[src/rtl/usb_rx_sequencer.sv]
// Full-speed USB receive sequencer: bit timing recovery, SYNC/NRZI/stuffing
// decode, EOP framing and bus reset detection on the 48 MHz clock.
module usb_rx_sequencer #(
  parameter int RESET_CYCLES = 120
) (
  input  logic       clk48,
  input  logic       rst_n,
  input  logic       enable,
  input  logic       dp_i,
  input  logic       dn_i,
  output logic       rx_active,
  output logic [7:0] rx_data,
  output logic       rx_valid,
  output logic       rx_eop,
  output logic       rx_error,
  output logic       bus_reset
);

  localparam logic [1:0] SYM_SE0 = 2'b00;
  localparam logic [1:0] SYM_K   = 2'b01;
  localparam logic [1:0] SYM_J   = 2'b10;
  localparam logic [1:0] SYM_SE1 = 2'b11;
  localparam int CW = $clog2(RESET_CYCLES + 1);
  localparam logic [CW-1:0] RST_MAX = CW'(RESET_CYCLES);

  typedef enum logic [2:0] {
    IDLE,
    SYNC,
    DATA,
    EOP,
    WAIT_IDLE
  } state_t;

  state_t        state_q;
  logic [1:0]    sym;
  logic [1:0]    sym_q;
  logic [1:0]    phase_q, phase_d;
  logic [CW-1:0] se0_cnt_q, se0_cnt_d;
  logic          rst_hit;
  logic          sample;
  logic [2:0]    sync_idx_q;
  logic [1:0]    sync_exp;
  logic [1:0]    prev_q;
  logic [2:0]    ones_q;
  logic [2:0]    bitcnt_q;
  logic [7:0]    shift_q;
  logic [7:0]    byte_nxt;
  logic          nrzi_bit;
  logic          eop_step_q;
  logic          active_q;
  logic [7:0]    data_q;
  logic          valid_q;
  logic          eop_q;
  logic          err_q;
  logic          bus_reset_q;

  assign sym      = {dp_i, dn_i};
  assign phase_d  = (sym != sym_q) ? 2'd0 : phase_q + 2'd1;
  assign sample   = (phase_d == 2'd2);
  assign nrzi_bit = (sym == prev_q);
  assign byte_nxt = {nrzi_bit, shift_q[7:1]};
  assign sync_exp = (sync_idx_q == 3'd7) ? SYM_K
                  : (sync_idx_q[0] ? SYM_J : SYM_K);

  always_comb begin
    se0_cnt_d = '0;
    if (sym == SYM_SE0) begin
      se0_cnt_d = (se0_cnt_q == RST_MAX) ? se0_cnt_q
                                         : se0_cnt_q + 1'b1;
    end
  end

  assign rst_hit = (se0_cnt_d == RST_MAX);

  always_ff @(posedge clk48 or negedge rst_n) begin
    if (!rst_n) begin
      state_q     <= IDLE;
      sym_q       <= SYM_SE0;
      phase_q     <= 2'd0;
      se0_cnt_q   <= '0;
      sync_idx_q  <= 3'd0;
      prev_q      <= SYM_K;
      ones_q      <= 3'd0;
      bitcnt_q    <= 3'd0;
      shift_q     <= 8'h00;
      eop_step_q  <= 1'b0;
      active_q    <= 1'b0;
      data_q      <= 8'h00;
      valid_q     <= 1'b0;
      eop_q       <= 1'b0;
      err_q       <= 1'b0;
      bus_reset_q <= 1'b0;
    end else begin
      sym_q       <= sym;
      phase_q     <= phase_d;
      se0_cnt_q   <= se0_cnt_d;
      bus_reset_q <= rst_hit;
      valid_q     <= 1'b0;
      eop_q       <= 1'b0;
      err_q       <= 1'b0;
      if (!enable) begin
        state_q  <= IDLE;
        active_q <= 1'b0;
      end else if (rst_hit) begin
        // an open packet is aborted exactly once by the bus reset
        state_q  <= IDLE;
        active_q <= 1'b0;
        err_q    <= active_q;
      end else if (sample) begin
        unique case (state_q)
          IDLE: begin
            if (sym == SYM_K) begin
              state_q    <= SYNC;
              sync_idx_q <= 3'd1;
            end
          end
          SYNC: begin
            if (sym != sync_exp) begin
              state_q <= WAIT_IDLE;
            end else if (sync_idx_q == 3'd7) begin
              state_q  <= DATA;
              active_q <= 1'b1;
              prev_q   <= SYM_K;
              ones_q   <= 3'd0;
              bitcnt_q <= 3'd0;
            end else begin
              sync_idx_q <= sync_idx_q + 3'd1;
            end
          end
          DATA: begin
            if (sym == SYM_SE0) begin
              state_q    <= EOP;
              eop_step_q <= 1'b0;
            end else if (sym == SYM_SE1) begin
              state_q  <= WAIT_IDLE;
              active_q <= 1'b0;
              err_q    <= 1'b1;
            end else begin
              prev_q <= sym;
              if (ones_q == 3'd6) begin
                if (nrzi_bit) begin
                  state_q  <= WAIT_IDLE;
                  active_q <= 1'b0;
                  err_q    <= 1'b1;
                end else begin
                  ones_q <= 3'd0;
                end
              end else begin
                shift_q  <= byte_nxt;
                ones_q   <= nrzi_bit ? ones_q + 3'd1 : 3'd0;
                bitcnt_q <= bitcnt_q + 3'd1;
                if (bitcnt_q == 3'd7) begin
                  data_q  <= byte_nxt;
                  valid_q <= 1'b1;
                end
              end
            end
          end
          EOP: begin
            if (!eop_step_q && sym == SYM_SE0) begin
              eop_step_q <= 1'b1;
            end else if (eop_step_q && sym == SYM_J) begin
              state_q  <= IDLE;
              active_q <= 1'b0;
              eop_q    <= (bitcnt_q == 3'd0);
              err_q    <= (bitcnt_q != 3'd0);
            end else begin
              state_q  <= WAIT_IDLE;
              active_q <= 1'b0;
              err_q    <= 1'b1;
            end
          end
          WAIT_IDLE: begin
            if (sym == SYM_J) state_q <= IDLE;
          end
          default: state_q <= IDLE;
        endcase
      end
    end
  end

  assign rx_active = active_q;
  assign rx_data   = data_q;
  assign rx_valid  = valid_q;
  assign rx_eop    = eop_q;
  assign rx_error  = err_q;
  assign bus_reset = bus_reset_q;

endmodule

[config.mk]
export PLATFORM = sky130hd
export DESIGN_NAME = usb_rx_sequencer
export DESIGN_NICKNAME = d
export VERILOG_FILES = /design/src/rtl/usb_rx_sequencer.sv
export SDC_FILE = /design/constraint.sdc
export NUM_CORES = 1
export LEC_CHECK = 0
export CELL_PAD_IN_SITES_DETAIL_PLACEMENT = 1
export CELL_PAD_IN_SITES_GLOBAL_PLACEMENT = 2
export CORE_ASPECT_RATIO = 1.25
export CORE_MARGIN = 2
export CORE_UTILIZATION = 39
export DETAILED_ROUTE_END_ITERATION = 6
export PLACE_DENSITY = 0.79
export SETUP_SLACK_MARGIN = 0.2
export SLEW_MARGIN = 20
export SYNTH_ARGS = -nofsm -noshare
export SYNTH_HDL_FRONTEND = slang
export SYNTH_SLANG_ARGS = --single-unit
[constraint.sdc]
create_clock -name clk48 -period 3.2 [get_ports clk48]
set_input_delay 0.32 -clock clk48 [delete_from_list [all_inputs] [get_ports clk48]]
set_output_delay 0.32 -clock clk48 [all_outputs]
set_load 0.01 [all_outputs]
==> impl_metrics.csv, run 1 <==
group,metric,value,unit
timing,skew,0.00549,ns
floorplanning,die_w,75.1,µm
finish,fin_cells,339,
drt,top_layer,"met4",
yosys,netlist_top_cells_count,"dfrtp_1 (45), nand2_1 (16), inv_1 (15), nor2_1 (15), mux2_2 (14)",
min_path,hp-class,"in2async",
drt,wl_met3,120,µm
drt,ant_nets,0,
outcome,status,"finished, final reports clean",
timing,min_period_over_period,80.8,%
yosys,synth_warnings,0,
cts,cts_max_path_buffers,2,
cts,cts_tree,"done",
timing,relSlewSlack,57.1,%
yosys,synth-edff-count,0,
floorplanning,num_rows,32,
place,io_buffers,17,
yosys,yosysMostFrequentCell,"dfrtp_1",
yosys,yosys.area.top_type_share,45.8,%
power,peakVddDrop,0.193,mV
cts,root_buffer,"clkbuf_8",
drt,drt-met1-wl,2430,µm
timing,worst_hold_slack,0.00491,ns
setup_path,cp_data_required_time,3.44,ns
drt,wl_per_cell,15.8,µm
drt,drc,0,
yosys,seq_area_frac_synth,46.8,%
power,p_per_area,387,nW/µm²
floorplanning,die_h,92.8,µm
floorplanning,core_area,6130,µm²
yosys,syn_area,2460,µm²
timing,tightest_slew,0.643,ns
finish,final_util,46.7,%
grt,antenna_found_initial,0,
yosys,synth-async-reset-ratio,100,%
power,power.leakage,1.28,nW
grt,grt_pass1_vias,1949,
cts,cts_resized,0,
yosys,yosys-top-cells-area,"dfrtp_1 (46%), ha_1 (6.6%), mux2_2 (6.4%)",
place,hpwl,3980,µm
finish,syn_to_final_growth,16.1,%
yosys,synth_top_area_cell,"dfrtp_1",
grt,grtUsageTotal,17.8,%
timing,fin_crit,2.59,ns
timing,setup_viol,0,
grt,gr-total-overflow,0,
yosys,synthFlopType,"dfrtp_1",
timing,timing.fmax,387,MHz
cts,clock_sinks,46,
setup_path,critPathArrivalTime,2.83,ns
run,maxCapViolCount,0,
setup_path,cp-start-kind,"register",
grt,grt_max_degree,47,
timing,rsz0062_at_grt,"false",
timing,drv_slew,0,
floorplanning,dieArea,6970,µm²
yosys,ys_seq_elements,46,
yosys,yosysUniqueCellTypes,58,
place,dp.cells,331,
cts,post_cts_buffers,0,
cts,htree_levels,2,
yosys,avgSynthCellArea,10.8,µm²
finish,diodes,0,
cts,clk_latency,0.30,ns
drt,vias,1754,
cts,hold_buffers,0,
power,total_power,0.00111,W
finish,n_fill_cell,681,
timing,tns,0,ns
finish,drive_gt1_share,16.1,%
cts,cts_buffers,5,
drt,wl,5360,µm
floorplanning,initial_core_util,40.2,%
drt,drt_iter0_drc,64,
setup_path,crit_fanout,8,
floorplanning,io_pins,18,
finish,nNetsFinal,271,
drt,first_pass_iters,6,
cts,clk_pin_slew,0.09,ns
place,gp_congestion,0.802,
yosys,synthCells,228,
drt,viasPerCell,5.17,
yosys,syn_nets,246,
grt,grt_pass1_wl,9530,µm
setup_path,end_kind,"register",
timing,finalHoldViolations,0,
drt,wl_met2,2760,µm
setup_path,critPathKind,"reg2reg",
==> routing by layer <==
| layer | vias to the layer above | GRT usage, % |
|---|---|---|
| met4 | 0 | 4.46 |
| li1 | 862 | - |
| met5 | - | 0 |
| met3 | 5 | 3.16 |
| met2 | 18 | 30.3 |
| met1 | 869 | 22.9 |
==> metrics by stage <==
step           setup slack [ns]  instance area, µm²
2_1_floorplan             0.840                2460
6_report                  0.614                2860
3_5_place_dp              0.375                2760
4_1_cts                   0.580                2860
5_1_grt                   0.420                2860
3_3_place_gp              0.374                2760
==> state kept, by name (all words and copies together) (netlist names), 3 cells and up <==
register    cells
rx_data         8
se0_cnt_q       7
shift_q         7
bitcnt_q        3
ones_q          3
state_q         3
sync_idx_q      3
==> logic make-up after synthesis <==
family / Yosys count / share of synthesized area (%)
muxes: 20 / 9.61
AOI/OAI and AO/OA: 41 / 12.1
xor gates and xnor gates: 10 / 3.56
adders and majority gates: 13 / 6.61
buffers and inverters: 21 / 3.30
DFF: 46 / 46.8
and+or+nand+nor: 77 / 18.0
==> path summary, 6_finish.rpt <==
kind / slack (ns) / start / to / depth (start not counted)
hold reg to reg: 0.47 / phase_q[0]$_DFF_PN0_ / phase_q[0]$_DFF_PN0_ / 1
hold / removal: 0.005 / rst_n / sync_idx_q[2]$_DFFE_PN0P_ / 1
max in group asynchronous: 2.79 / rst_n / se0_cnt_q[5]$_DFF_PN0_ / 1
min in group clk48: 0.47 / phase_q[0]$_DFF_PN0_ / phase_q[0]$_DFF_PN0_ / 1
setup / recovery: 0.61 / se0_cnt_q[0]$_DFF_PN0_ / bitcnt_q[2]$_DFFE_PN0P_ / 7
setup reg to reg: 0.61 / se0_cnt_q[0]$_DFF_PN0_ / bitcnt_q[2]$_DFFE_PN0P_ / 7
==> cell type report <==
class	instances	area, µm²	share of cell area, %
Multi-Input combinational cell	161	1230	43.0
Sequential cell	46	1150	40.3
Timing Repair Buffer	24	220	7.71
Tap cell	85	106	3.72
Clock buffer	5	68.8	2.41
Inverter	15	56.3	1.97
Clock inverter	3	26.3	0.919
==> worst max-delay path, stage by stage, from the launching register on <==
cell	delay [ns]
dfrtp_1	0.44
ha_1	0.26
nand3_1	0.13
xor2_1	0.17
or4b_1	0.59
o311ai_2	0.58
nand2b_1	0.21
a22o_1	0.14
==> layout by cell type (no fill, tap or decap), types with 3 or more instances in the layout <==
cell type,netlist,layout
a21oi_1,5,5
or3_1,3,3
nor3_1,3,3
o21ai_0,7,7
clkbuf_8,0,5
a31oi_1,4,4
and4_1,3,3
and2_1,4,4
o211ai_1,3,3
mux2i_1,3,3
xnor2_1,4,4
xor2_1,6,6
nor2b_1,5,5
dfrtp_1,45,45
nand2_1,16,16
buf_4,0,8
nor2_1,15,15
nand2b_1,5,5
inv_6,0,3
inv_1,15,15
ha_1,13,13
nand3_1,7,7
mux2_2,14,14
clkdlybuf4s50_1,0,16
==> report_power, final <==
group	leakage (nW)	internal [W]	switching, W
combinational	0.613	0.0000458	0.0000664
clock	0.0495	0.000162	0.000218
sequential	0.619	0.000598	0.0000152
total	1.28	0.000806	0.000300
Power figures use the tool's default switching activity.
==> inputs of run 2 (changes only) <==
--- a/config.mk
+++ b/config.mk
@@ -9,9 +9,9 @@
 export CELL_PAD_IN_SITES_GLOBAL_PLACEMENT = 2
 export CORE_ASPECT_RATIO = 1.25
 export CORE_MARGIN = 2
-export CORE_UTILIZATION = 39
+export CORE_UTILIZATION = 35
 export DETAILED_ROUTE_END_ITERATION = 6
-export PLACE_DENSITY = 0.79
+export PLACE_DENSITY = 0.74
 export SETUP_SLACK_MARGIN = 0.2
 export SLEW_MARGIN = 20
 export SYNTH_ARGS = -nofsm -noshare
==> constraint.sdc (replaced) <==
create_clock -name clk48 -period 2.3 [get_ports clk48]
set_input_delay 0.23 -clock clk48 [delete_from_list [all_inputs] [get_ports clk48]]
set_output_delay 0.23 -clock clk48 [all_outputs]
set_load 0.01 [all_outputs]
==> run 2 against run 1 <==
  * Critical path depth is 2 higher
  * Global-route usage is 1.7 points lower
  * Die area is 11% higher
  * Design area is 15% higher
  * Routed wire length is 13% higher
  * Cell count is 13% higher
  * First-iteration DRC count is 16% lower
  * Sequential cell count stayed put
  * Fmax is 13% higher
  * Sequential share of layout area is 5.2 points lower
  * Utilization is 0.90 points higher
  * Largest power group unchanged
==> impl_metrics.csv, run 2 (synthesized netlist as in run 1, its figures left out) <==
group,metric,value,unit
outcome,status,"finished, final reports clean",
setup_path,r2r_end,"bitcnt_q[0]$_DFFE_PN0P_",
grt,antenna_found_initial,0,
grt,gr-total-overflow,0,
grt,grt_max_degree,47,
floorplanning,initial_core_util,35.7,%
timing,rsz0062_at_grt,"true",
finish,layout_common_cells,"dfrtp_1 (45), buf_4 (42), nand2_1 (16), clkdlybuf4s50_1 (16)",
timing,setup_viol,0,
setup_path,cp-start-kind,"register",
floorplanning,die_w,79,µm
place,place_ws,-0.0788,ns
cts,cts_tree,"done",
drt,drt_iter0_drc,54,
setup_path,timing.reg2reg.setup_slack,0.007,ns
setup_path,path_cells,"ha_4, nand3_4, xor2_2, or4b_4, nor3_4, buf_4, nor3b_1, buf_4, a31oi_1",
cts,clk_latency,0.30,ns
cts,clk_pin_slew,0.09,ns
power,peakVddDrop,0.328,mV
finish,seq_area,1150,µm²
floorplanning,dieArea,7720,µm²
finish,final_common_cell,"dfrtp_1",
power,total_power,0.00157,W
timing,timing.fmax,436,MHz
grt,grtUsageTotal,16.1,%
finish,largest_register_ffs,8,
timing,worst_hold_slack,0.419,ns
drt,viasPerCell,5.02,
grt,grt_pass1_vias,2094,
cts,cts_max_path_buffers,2,
min_path,hp-class,"in2async",
drt,ant_nets,0,
drt,wl,6080,µm
cts,cts_buffers,5,
grt,grt_pass1_wl,9850,µm
place,gp_congestion,0.766,
place,io_buffers,17,
cts,htree_levels,2,
setup_path,end_kind,"register",
setup_path,crit_fanout,5,
floorplanning,num_rows,34,
drt,wl_per_cell,15.9,µm
cts,root_buffer,"clkbuf_8",
drt,first_pass_iters,4,
cts,clock_sinks,46,
timing,fin_crit,2.29,ns
floorplanning,io_pins,18,
drt,vias,1924,
timing,timing.final.ws_setup,0.00684,ns
setup_path,critPathKind,"reg2reg",
setup_path,worst_path_largest_cell_delay,0.56,ns
floorplanning,core_area,6890,µm²
setup_path,cp_data_required_time,2.52,ns
run,maxCapViolCount,0,
timing,tightest_slew,0.323,ns
setup_path,path_common_cell,"buf_4",
timing,finalHoldViolations,0,
finish,nNetsFinal,310,
setup_path,critPathArrivalTime,2.52,ns
floorplanning,die_h,97.8,µm
timing,skew,0.00539,ns
finish,multi_input_area,1320,µm²
setup_path,crit_slowest_cell,"or4b_4",
setup_path,timing.critical_path.from,"se0_cnt_q[0]$_DFF_PN0_",
power,power.leakage,1.51,nW
place,hpwl,4330,µm
finish,n_fill_cell,778,
finish,final_util,47.5,%
timing,min_period_over_period,99.7,%
power,p_per_area,480,nW/µm²
setup_path,reg2reg_depth,9,
finish,drive_gt1_share,32.4,%
setup_path,r2r-start,"se0_cnt_q[0]$_DFF_PN0_",
finish,diodes,0,
timing,relSlewSlack,78.3,%
drt,drc,0,
timing,drv_slew,0,
finish,syn_to_final_growth,33.1,%
## run 2: per-layer routing
layer,GRT usage (%),vias to the layer above,share of wire [%]
met5,0,-,0
met4,4.38,0,1.7
met3,2.31,8,2.0
met2,28.4,25,53
met1,20.4,954,43
li1,-,937,-
## run 2: power by group
| group | internal, W | switching, W | total (W) |
|---|---|---|---|
| clock network | 0.000214 | 0.000295 | 0.000509 |
| registers | 0.000832 | 0.0000159 | 0.000848 |
| logic | 0.0000997 | 0.000116 | 0.000216 |
## run 2: per-stage QoR
step / instances / TNS [ns] / instance area (µm²)
2_1_floorplan: 228 / 0 / 2470
5_1_grt: 383 / -0.439 / 3280
6_report: 383 / 0 / 3280
3_3_place_gp: 370 / -0.308 / 3060
4_1_cts: 380 / 0 / 3190
3_5_place_dp: 370 / -0.597 / 3060
## run 2: what timing repair did
| action | in CTS | in global routing |
|---|---|---|
| setup endpoints to repair | 30 | 23 |
| resized for setup | 7 | 12 |
| endpoints found under the hold margin | 45 | 0 |
| setup buffers | 1 | 3 |
| pin swaps | 0 | 6 |
| hold buffers | 1 | 0 |
## run 2: final cells by class
type / count / area share, %
Clock buffer: 5 / 2.10
Clock inverter: 3 / 0.649
Inverter: 15 / 1.72
Multi-Input combinational cell: 161 / 40.4
Sequential cell: 46 / 35.2
Tap cell: 90 / 3.44
Timing Repair Buffer: 63 / 16.5
## run 2: worst max-delay path, delay by kind of cell (launching register included)
family | cells | cell delay, ns
simple gates | 4 | 0.96
flops | 1 | 0.44
buf+inv | 2 | 0.30
fa+ha+maj | 1 | 0.20
xor+xnor | 1 | 0.17
compound gates | 1 | 0.16
## run 2: worst max path at each step
stage	endpoint	cells past startpoint	slack (ns)
after floorplan	sync_idx_q[0]$_DFFE_PN0P_	8	0.03
after global placement	bitcnt_q[1]$_DFFE_PN0P_	10	-0.07
after detailed placement	bitcnt_q[1]$_DFFE_PN0P_	10	-0.08
after CTS	bitcnt_q[0]$_DFFE_PN0P_	9	0.05
after global routing	bitcnt_q[0]$_DFFE_PN0P_	9	-0.11
final	bitcnt_q[0]$_DFFE_PN0P_	9	0.007
